## config.mk

```make
export PLATFORM = sky130hd
export DESIGN_NAME = light_mode_ctrl_flat
export DESIGN_NICKNAME = d
export VERILOG_FILES = /design/src/rtl/light_mode_ctrl_if.sv /design/src/rtl/light_mode_ctrl.sv /design/src/flat_wrapper.sv
export SDC_FILE = /design/constraint.sdc
export NUM_CORES = 1
export LEC_CHECK = 0
export ABC_CLOCK_PERIOD_IN_PS = 4900
export CAP_MARGIN = 20
export CORE_UTILIZATION = 61
export CTS_CLUSTER_SIZE = 8
export DETAILED_ROUTE_END_ITERATION = 6
export GPL_TIMING_DRIVEN = 0
export HOLD_SLACK_MARGIN = 0.15
export PLACE_DENSITY_LB_ADDON = 0.25
export SLEW_MARGIN = 10
export SYNTH_ARGS = -nofsm -noshare
export SYNTH_HDL_FRONTEND = slang
export SYNTH_SLANG_ARGS = --single-unit
```

## constraint.sdc

```tcl
create_clock -name clk -period 4.9 [get_ports clk]
set_clock_uncertainty 0.1 [all_clocks]
set_input_delay 0.735 -clock clk [delete_from_list [all_inputs] [get_ports clk]]
set_output_delay 0.735 -clock clk [all_outputs]
set_load 0.02 [all_outputs]
```

## src/rtl/light_mode_ctrl_if.sv

```systemverilog
// Signal bundle between the push-button decoder / occupancy sensor and the
// lamp mode controller.
interface light_mode_ctrl_if;
  logic A;
  logic B;
  logic presence;
  logic lamp;
  logic manual;

  modport master (
    output A,
    output B,
    output presence,
    input  lamp,
    input  manual
  );

  modport slave (
    input  A,
    input  B,
    input  presence,
    output lamp,
    output manual
  );
endinterface

```

## src/rtl/light_mode_ctrl.sv

```systemverilog
// Lamp mode controller: auto mode follows occupancy with a hold timer,
// manual mode toggles the lamp with short presses; long press swaps modes.
module light_mode_ctrl #(
  parameter int unsigned AUTO_OFF_T = 30000,
  parameter int unsigned CNT_W      = 16
) (
  input logic               clk,
  input logic               rst,
  light_mode_ctrl_if.slave  io
);

  typedef enum logic [1:0] {
    AUTO_OFF = 2'b00,
    AUTO_ON  = 2'b01,
    MAN_OFF  = 2'b10,
    MAN_ON   = 2'b11
  } state_e;

  localparam logic [CNT_W-1:0] HOLD_LOAD = CNT_W'(AUTO_OFF_T - 1);
  localparam logic [CNT_W-1:0] CNT_ZERO  = {CNT_W{1'b0}};
  localparam logic [CNT_W-1:0] CNT_ONE   = {{(CNT_W-1){1'b0}}, 1'b1};

  state_e           state_q, state_d;
  logic [CNT_W-1:0] cnt_q, cnt_d;
  logic             lamp_q, lamp_d;
  logic             manual_q, manual_d;

  function automatic logic lamp_of(input state_e s);
    return (s == AUTO_ON) || (s == MAN_ON);
  endfunction

  function automatic logic manual_of(input state_e s);
    return (s == MAN_OFF) || (s == MAN_ON);
  endfunction

  // State, hold counter and output registers; reset clears everything at once.
  always_ff @(posedge clk or posedge rst) begin
    if (rst) begin
      state_q  <= AUTO_OFF;
      cnt_q    <= CNT_ZERO;
      lamp_q   <= 1'b0;
      manual_q <= 1'b0;
    end else begin
      state_q  <= state_d;
      cnt_q    <= cnt_d;
      lamp_q   <= lamp_d;
      manual_q <= manual_d;
    end
  end

  // Next-state logic; A outranks presence and B in every state.
  always_comb begin
    state_d = state_q;
    cnt_d   = cnt_q;
    case (state_q)
      AUTO_OFF: begin
        if (io.A) begin
          state_d = MAN_OFF;
        end else if (io.presence) begin
          state_d = AUTO_ON;
          cnt_d   = HOLD_LOAD;
        end else begin
          state_d = AUTO_OFF;
        end
      end
      AUTO_ON: begin
        if (io.A) begin
          state_d = MAN_ON;
        end else if (io.presence) begin
          cnt_d = HOLD_LOAD;
        end else if (cnt_q == CNT_ZERO) begin
          state_d = AUTO_OFF;
        end else begin
          cnt_d = cnt_q - CNT_ONE;
        end
      end
      MAN_OFF: begin
        if (io.A) begin
          state_d = AUTO_OFF;
          cnt_d   = CNT_ZERO;
        end else if (io.B) begin
          state_d = MAN_ON;
        end else begin
          state_d = MAN_OFF;
        end
      end
      MAN_ON: begin
        if (io.A) begin
          state_d = AUTO_OFF;
          cnt_d   = CNT_ZERO;
        end else if (io.B) begin
          state_d = MAN_OFF;
        end else begin
          state_d = MAN_ON;
        end
      end
      default: begin
        state_d = AUTO_OFF;
        cnt_d   = CNT_ZERO;
      end
    endcase
  end

  // Outputs are flopped copies of the next-state decode, so they track state_q exactly.
  always_comb begin
    lamp_d   = lamp_of(state_d);
    manual_d = manual_of(state_d);
  end

  assign io.lamp   = lamp_q;
  assign io.manual = manual_q;

endmodule

```

## src/flat_wrapper.sv

```systemverilog
// flat-port wrapper written by rule: the top's interface ports become plain ports
module light_mode_ctrl_flat 
#(
  parameter int unsigned AUTO_OFF_T = 30000,
  parameter int unsigned CNT_W      = 16
)
  (clk, rst, io_A, io_B, io_presence, io_lamp, io_manual);
  light_mode_ctrl_if io_i ();
  input logic clk;
  input logic rst;
  input wire logic [$bits(io_i.A)-1:0] io_A;
  input wire logic [$bits(io_i.B)-1:0] io_B;
  input wire logic [$bits(io_i.presence)-1:0] io_presence;
  output wire logic [$bits(io_i.lamp)-1:0] io_lamp;
  output wire logic [$bits(io_i.manual)-1:0] io_manual;
  assign io_i.A = io_A;
  assign io_i.B = io_B;
  assign io_i.presence = io_presence;
  assign io_lamp = io_i.lamp;
  assign io_manual = io_i.manual;
  light_mode_ctrl #(.AUTO_OFF_T(AUTO_OFF_T), .CNT_W(CNT_W)) u_core (.clk(clk), .rst(rst), .io(io_i));
endmodule
```

# == Word-level counts from Yosys, hierarchy flattened ==
# Cells that the tools add are included.
# word_totals
regBits,20
in_bits,5
# classes
add_sub_neg,1
eq_ne,11
n_mux,17
n_reduce_logical,6
# ops
op,n
$mux 16,6
$pmux 16 s3,1
$logic_not 16->1,1
$sub 16x1->16 const B,1
$mux 2,6
$eq 2x2->1 const B,4
$pmux 2 s4,1
$ne 2x2->1 const B,3
$reduce_and 5->1,1
$eq 2x1->1 const B,2
$mux 1,3
$ne 3x3->1 const B,1
$logic_not 2->1,1
$logic_or 1x1->1,2
$ne 2x1->1 const B,1
$reduce_or 2->1,1

# == Logic depth before layout (Yosys ltp) ==
# Gate-level depths: netlist of the first run.
# depth
depth_word,7
mapped_depth,9
mapped_depth_nobuf,7

# == Worst setup path before layout of the first run ==
# OpenSTA, ideal clock, no wires.
# synth_timing
path_type,flip-flop to flip-flop
start,reg u_core.cnt_q[0]
end,reg u_core.cnt_q[12]
setup_ps,148
arrival_time_ps,2258
path_slack_ps,2394
path_stages_with_launch,10
path_buffers,2
cell_sequence,dfrtp_1 > inv_1 > ha_1 > or3b_1 > or4_1 > buf_2 > o31a_2 > buf_2 > a21oi_1 > a311oi_1
# synth_between
elab_chain_len,5
word_cells_on_any_way,8
classes_between,add/sub (1); eq/ne (1); mux (4); reduce/logical (2)
# synth_rtl
element,line_no,text
"start, declared",light_mode_ctrl.sv:24,"logic [CNT_W-1:0] cnt_q, cnt_d;"
"start signal, assigned",light_mode_ctrl.sv:45,cnt_q <= cnt_d;
$sub 16x1->16,light_mode_ctrl.sv:74,cnt_d = cnt_q - CNT_ONE;
$mux 16,light_mode_ctrl.sv:71,end else if (cnt_q == CNT_ZERO) begin
$mux 16,light_mode_ctrl.sv:69,end else if (io.presence) begin
$mux 16,light_mode_ctrl.sv:67,if (io.A) begin
$pmux 16 s3,light_mode_ctrl.sv:55,case (state_q)
# Parallel ways exist; a longest one is shown, timed or not. The select of a mux whose other input is x is not followed.
# A chain may end at the register's enable or synchronous reset.

# == Final worst setup path of the first run ==
# layout_timing
start,reg u_core.cnt_q[0]
end,reg u_core.cnt_q[14]
# The elaborated chain is that of the path after synthesis.

==> metrics.txt, run 1 <==
Post-CTS Hold Buffers=0; post-CTS resize count=0; Fmax achieved=360 MHz; Ys Warns=0; Post-Place Worst Slack=2.14 ns; CP required=5.01 ns; final worst slack=2.12 ns; Pins Over Slew Limit=0; GR Overflow Total=0; Combinational Power Share=48.8%; worst-margin pin slew=0.729 ns; I/O pin count=7; Post-CTS Setup Bufs=0; Die ar.=0.00198 mm^2; worst-path cell chain=inv_1 -> ha_1 -> or3b_1 -> or4_1 -> buf_2 -> o31ai_4 -> a21oi_1 -> o21a_1; vias=1011; sequential power share=39.4%; core footprint=0.00159 mm^2; Clk pwr share=11.8%; Hold Crit Start=u_core.cnt_q[10]$_DFFE_PP0P_; status=finished, final reports clean; Power Density=557 mW/mm^2; setup TNS=0 ns; IR drop worst, VDD=0.378 mV; Reg-to-Reg Start=u_core.cnt_q[0]$_DFFE_PP0P_; clock tree root driver cell=clkbuf_4; RSZ-0062 raised after global routing=false; Worst slew margin=51.3%; Sw Pwr=300 uW; TritonRoute pass-1 iters=4; Post-Place Cells=148; post-layout min period=2.78 ns; fin util=75.9%; Max FO, Critical Path=10; Finished Layout Cells=152; synthesized area=0.00110 mm^2; Crit Path Class=reg -> reg; Std-Cell Rows=14; EDFF count, synth=0; final period utilization=56.6%; vias in the first global route=963; Clock transition at path regs=0.11 ns; synthesis-stage register bit count=19; Buffers on Ports=5; # DRC=0; Post-layout nets=135; Routed Antenna Nets=0; Setup crit start=u_core.cnt_q[0]$_DFFE_PP0P_; Final GP Congestion=0.833; Longest Clk Path Bufs=2; die width=44.5 um; asr flop ratio synth=100%; htree depth=1; hold path cells=1; Max Cap Viol=0; 1st-iter DRT viols=64; Setup crit start kind=flop; Die Y=44.5 um; Seq/Total Area, Yosys=43.1%; largest stage delay on the critical path=0.50 ns; Critical Path Sink Type=flop; WL final=2.46 mm; routed length per placed instance=16.2 um; Via-to-Cell Ratio=6.65; layout cell share with drive strength beyond 1=10.9%; Synth Flop Type=dfrtp_1; Hold WC Path Type=reg -> reg; CTS sink cnt=19; Antenna diodes=0; switching share of power=44.4%; initial core utilization=69.2%; Syn Nets=125; Area Growth Syn to Fin=9.76%; gr usage total=31.2%; first-pass GRT wire length=4.38 mm; TritonCTS Buffers=3; final hold vios=0; static leakage=0.000477 uW; clk_lat worst skew=0.30 ns; largest net degree at the start of global routing=20; Worst Reg-to-Reg Cells=8; # setup viols final=0; Yosys cell types=44; CP max-delay cell=or4_1; Mapped Cells=119; Avg Cell Area, Syn=9.26 um^2; internal power=375 uW; hold_ws=0.406 ns; placed wire-length estimate=1.74 mm; initial antenna violation count=0; CTS tree=built; CP Data Arrival Time=2.88 ns
==> worst max-delay path: cells and delay by family, from the launching register on <==
family / cells / cell delay, ns
simple gates: 2 / 0.96
compound gates: 3 / 0.77
flops: 1 / 0.42
buf+inv: 2 / 0.25
fa+ha+maj: 1 / 0.18
==> power by group through the flow <==
stage                     Sequential, uW  Combinational [uW]  Clock, uW
after detailed placement             268                 322          0
after CTS                            265                 326       80.8
after global placement               264                 306          0
after floorplan                      266                 236          0
final                                266                 329       79.5
after global routing                 275                 366       87.0
==> cell usage after synthesis (2+ instances only) <==
library cell,count,share of area [%]
a311oi_1,5,4.0
buf_2,3,1.4
or4_1,4,2.7
inv_1,5,1.7
or2_2,2,1.1
o211ai_1,2,1.4
o21ai_0,4,1.8
a21oi_1,13,5.9
nor4_1,3,1.7
dfrtp_1,19,43
nor2_1,9,3.1
o21a_1,3,2.0
nand2_1,12,4.1
o41ai_1,2,1.6
o32ai_1,2,1.6
clkbuf_1,3,1.0
==> cell families after synthesis <==
group	after synthesis	share of synthesized area (%)
AND/OR/NAND/NOR	38	17.5
AO/OA/AOI/OAI	46	31.2
adder cells (fa/ha/maj)	1	1.13
flip-flops	19	43.1
XOR/XNOR	2	1.59
buffers and inverters	13	5.45
==> sequential cells by signal (all words and copies together) (netlist names) <==
signal and cells:
u_core.io.manual 1, u_core.io.lamp 1, u_core.cnt_q 16, u_core.state_q 1
==> cell usage in the layout, fill, tap and decap left out, types with 2 or more instances in the layout <==
cell type	instances
a21oi_1	13
a311oi_1	5
buf_2	3
clkbuf_1	3
clkbuf_4	3
clkdlybuf4s50_1	5
dfrtp_1	19
inv_1	5
nand2_1	12
nor2_1	9
nor4_1	3
o211ai_1	2
o21a_1	3
o21ai_0	4
o32ai_1	2
o41ai_1	2
or2_2	2
or4_1	4
==> final cells by class <==
type,instances,area [um^2]
repair buffers,5,50.0
inverters,5,18.8
well taps,24,30.0
flip-flops and latches,19,475
clock buffers,3,22.5
clock inverters,1,5.00
fillers,115,384
multi-input cells,87,567
plain buffers,8,41.3
==> worst paths after layout <==
check / slack (ns) / to
worst max-delay path: 2.12 / u_core.cnt_q[14]$_DFFE_PP0P_
worst min-delay path: 0.41 / u_core.cnt_q[10]$_DFFE_PP0P_
worst max register to register: 2.12 / u_core.cnt_q[14]$_DFFE_PP0P_
worst min register to register: 0.41 / u_core.cnt_q[10]$_DFFE_PP0P_
max in group asynchronous: 3.50 / u_core.cnt_q[2]$_DFFE_PP0P_
min in group asynchronous: 0.74 / u_core.io.lamp$_DFF_PP0_
==> per-stage QoR <==
step / cell area [um^2] / total power (uW)
finish: 1210 / 674
global route: 1210 / 728
CTS: 1210 / 671
detailed placement: 1180 / 590
global placement: 1180 / 570
floorplan: 1100 / 502
==> metal layers <==
metal,part of all wire [%],vias to the layer above,routed length (um),global-route usage (%)
met4,3.2,0,79,15.8
met2,47,43,1170,50.0
met5,0,-,0,0
li1,-,477,-,-
met3,6.9,10,170,5.71
met1,42,481,1040,40.4
No activity file was read; power rests on OpenSTA's default activity.
==> run 2, diff against run 1 <==
- ABC_CLOCK_PERIOD_IN_PS: 4900 -> 2800
- CORE_UTILIZATION: 61 -> 57
- clock period: 4.9 -> 2.8 ns (I/O delays scaled with it)
==> run 2 against run 1 <==
Compared with the run above: sequential power increased by 78%; wire length rose by 6.0%; critical path depth unchanged; design area rose by 3.4%; power grew 85%; sequential share of layout area is 1.3 points lower; fmax increased by 2.4%; first-iteration DRC count is 52% lower; sequential cell count unchanged; combinational power grew 92%; utilization decreased by 5.0 points; largest cell class unchanged.
==> metrics.txt, run 2 (synthesis results as in run 1) <==
Critical Path Sink Type=flop; Hold WC Path Type=in -> reg; internal power=698 uW; CP max-delay cell=or4_1; TritonRoute pass-1 iters=4; Post-layout nets=139; Max FO, Critical Path=10; clk_lat worst skew=0.31 ns; Worst slew margin=51.6%; switching share of power=44.1%; 1st-iter DRT viols=31; most frequent cells in the layout=dfrtp_1, nand2_1, a21oi_1, nor2_1; max reg flops=16; # setup viols final=0; htree depth=1; Die Y=46.0 um; GR Overflow Total=0; fill count=140; placed wire-length estimate=1.79 mm; worst-margin pin slew=0.725 ns; Clk pwr share=11.4%; Routed Antenna Nets=0; # DRC=0; Area Growth Syn to Fin=13.5%; worst-path cell chain=inv_1 -> ha_1 -> or3b_4 -> or4_1 -> buf_2 -> o31ai_4 -> or4_1 -> a31o_1; Std-Cell Rows=15; layout cell share with drive strength beyond 1=15.9%; dpl cell area=0.00118 mm^2; initial core utilization=62.5%; largest stage delay on the critical path=0.46 ns; routed length per placed instance=16.6 um; most common cell after layout, fill and taps aside=dfrtp_1; Sw Pwr=551 uW; Finished Layout Cells=157; final period utilization=96.8%; IR drop worst, VDD=0.681 mV; Max Cap Viol=0; static leakage=0.000499 uW; Crit Path Class=reg -> reg; status=finished, final reports clean; Buffers on Ports=5; Antenna diodes=0; Pins Over Slew Limit=0; Combinational Power Share=50.7%; first-pass GRT wire length=4.23 mm; clock tree root driver cell=clkbuf_4; CP Data Arrival Time=2.86 ns; final instance area=0.00125 mm^2; vias=1031; WL final=2.61 mm; CP required=2.95 ns; core footprint=0.00176 mm^2; Via-to-Cell Ratio=6.57; sequential power share=37.9%; CP most frequent cell=or4_1; Die ar.=0.00211 mm^2; post-layout min period=2.71 ns; I/O pin count=7; gr usage total=28.9%; Power Density=998 mW/mm^2; Longest Clk Path Bufs=2; Setup crit start kind=flop; CTS sink cnt=19; initial antenna violation count=0; power after layout=1250 uW; final hold vios=0; vias in the first global route=933; Fmax achieved=369 MHz; largest net degree at the start of global routing=20; CTS tree=built; Final GP Congestion=0.820; Post-Place Cells=149; Top reg by flops=u_core.cnt_q; die width=46.0 um; TritonCTS Buffers=3; Clock transition at path regs=0.11 ns
## run 2: cell types whose count changed in the layout (fill, tap and decap cells not counted), sizes merged
cell and change:
buf +4
## run 2: critical path, delay by kind of cell, from the launching register on
family                     cells  cell delay (ns)
AOI/OAI and AO/OA              2             0.61
adders and majority gates      1             0.17
buffers and inverters          2             0.24
DFF                            1             0.43
and+or+nand+nor                3             1.09
## run 2: timing repair
action,CTS,global route
buffers inserted,0,4
gates resized for setup,0,3
setup endpoints to repair,0,15
hold buffers,0,0
## run 2: worst paths after layout
kind	start	slack [ns]	end	depth (start not counted)
min in group asynchronous	rst	0.41	u_core.cnt_q[1]$_DFFE_PP0P_	2
setup reg to reg	u_core.cnt_q[1]$_DFFE_PP0P_	0.09	u_core.cnt_q[3]$_DFFE_PP0P_	8
hold / removal	io_A	0.38	u_core.io.manual$_DFF_PP0_	2
hold reg to reg	u_core.cnt_q[10]$_DFFE_PP0P_	0.39	u_core.cnt_q[10]$_DFFE_PP0P_	1
setup / recovery	u_core.cnt_q[1]$_DFFE_PP0P_	0.09	u_core.cnt_q[3]$_DFFE_PP0P_	8
max in group asynchronous	rst	1.72	u_core.cnt_q[15]$_DFFE_PP0P_	2
## run 2: cell type report
cell class | instances | area [um^2] | share of cell area (%)
Sequential cell | 19 | 475 | 38.0
Tap cell | 25 | 31.3 | 2.50
Inverter | 5 | 18.8 | 1.50
Clock inverter | 1 | 5.00 | 0.400
Buffer | 8 | 41.3 | 3.30
Multi-Input combinational cell | 87 | 577 | 46.1
Clock buffer | 3 | 22.5 | 1.80
Timing Repair Buffer | 9 | 80.1 | 6.40
## run 2: stage by stage
| stage | utilization, % | setup slack (ns) | TNS, ns | hold WS [ns] |
|---|---|---|---|---|
| global placement | 67.1 | 0.130 | 0 | 0.371 |
| detailed placement | 67.1 | 0.0651 | 0 | 0.383 |
| finish | 70.9 | 0.0906 | 0 | 0.381 |
| floorplan | - | 0.294 | 0 | 0.271 |
| global route | 70.9 | -0.0538 | -0.100 | 0.379 |
| CTS | 68.7 | 0.0415 | 0 | 0.364 |
## run 2: metal layers
layer | share of wire [%] | up-vias | track usage, %
met4 | 3.5 | 0 | 14.7
met2 | 45 | 36 | 42.3
li1 | - | 484 | -
met3 | 5.2 | 9 | 3.57
met5 | 0 | - | 0
met1 | 46 | 502 | 41.7
## run 2: power groups by stage
stage | clock network (uW) | registers [uW] | logic, uW
CTS | 150 | 465 | 571
detailed placement | 0 | 472 | 568
global placement | 0 | 461 | 544
global route | 158 | 482 | 706
finish | 143 | 473 | 633
floorplan | 0 | 465 | 413
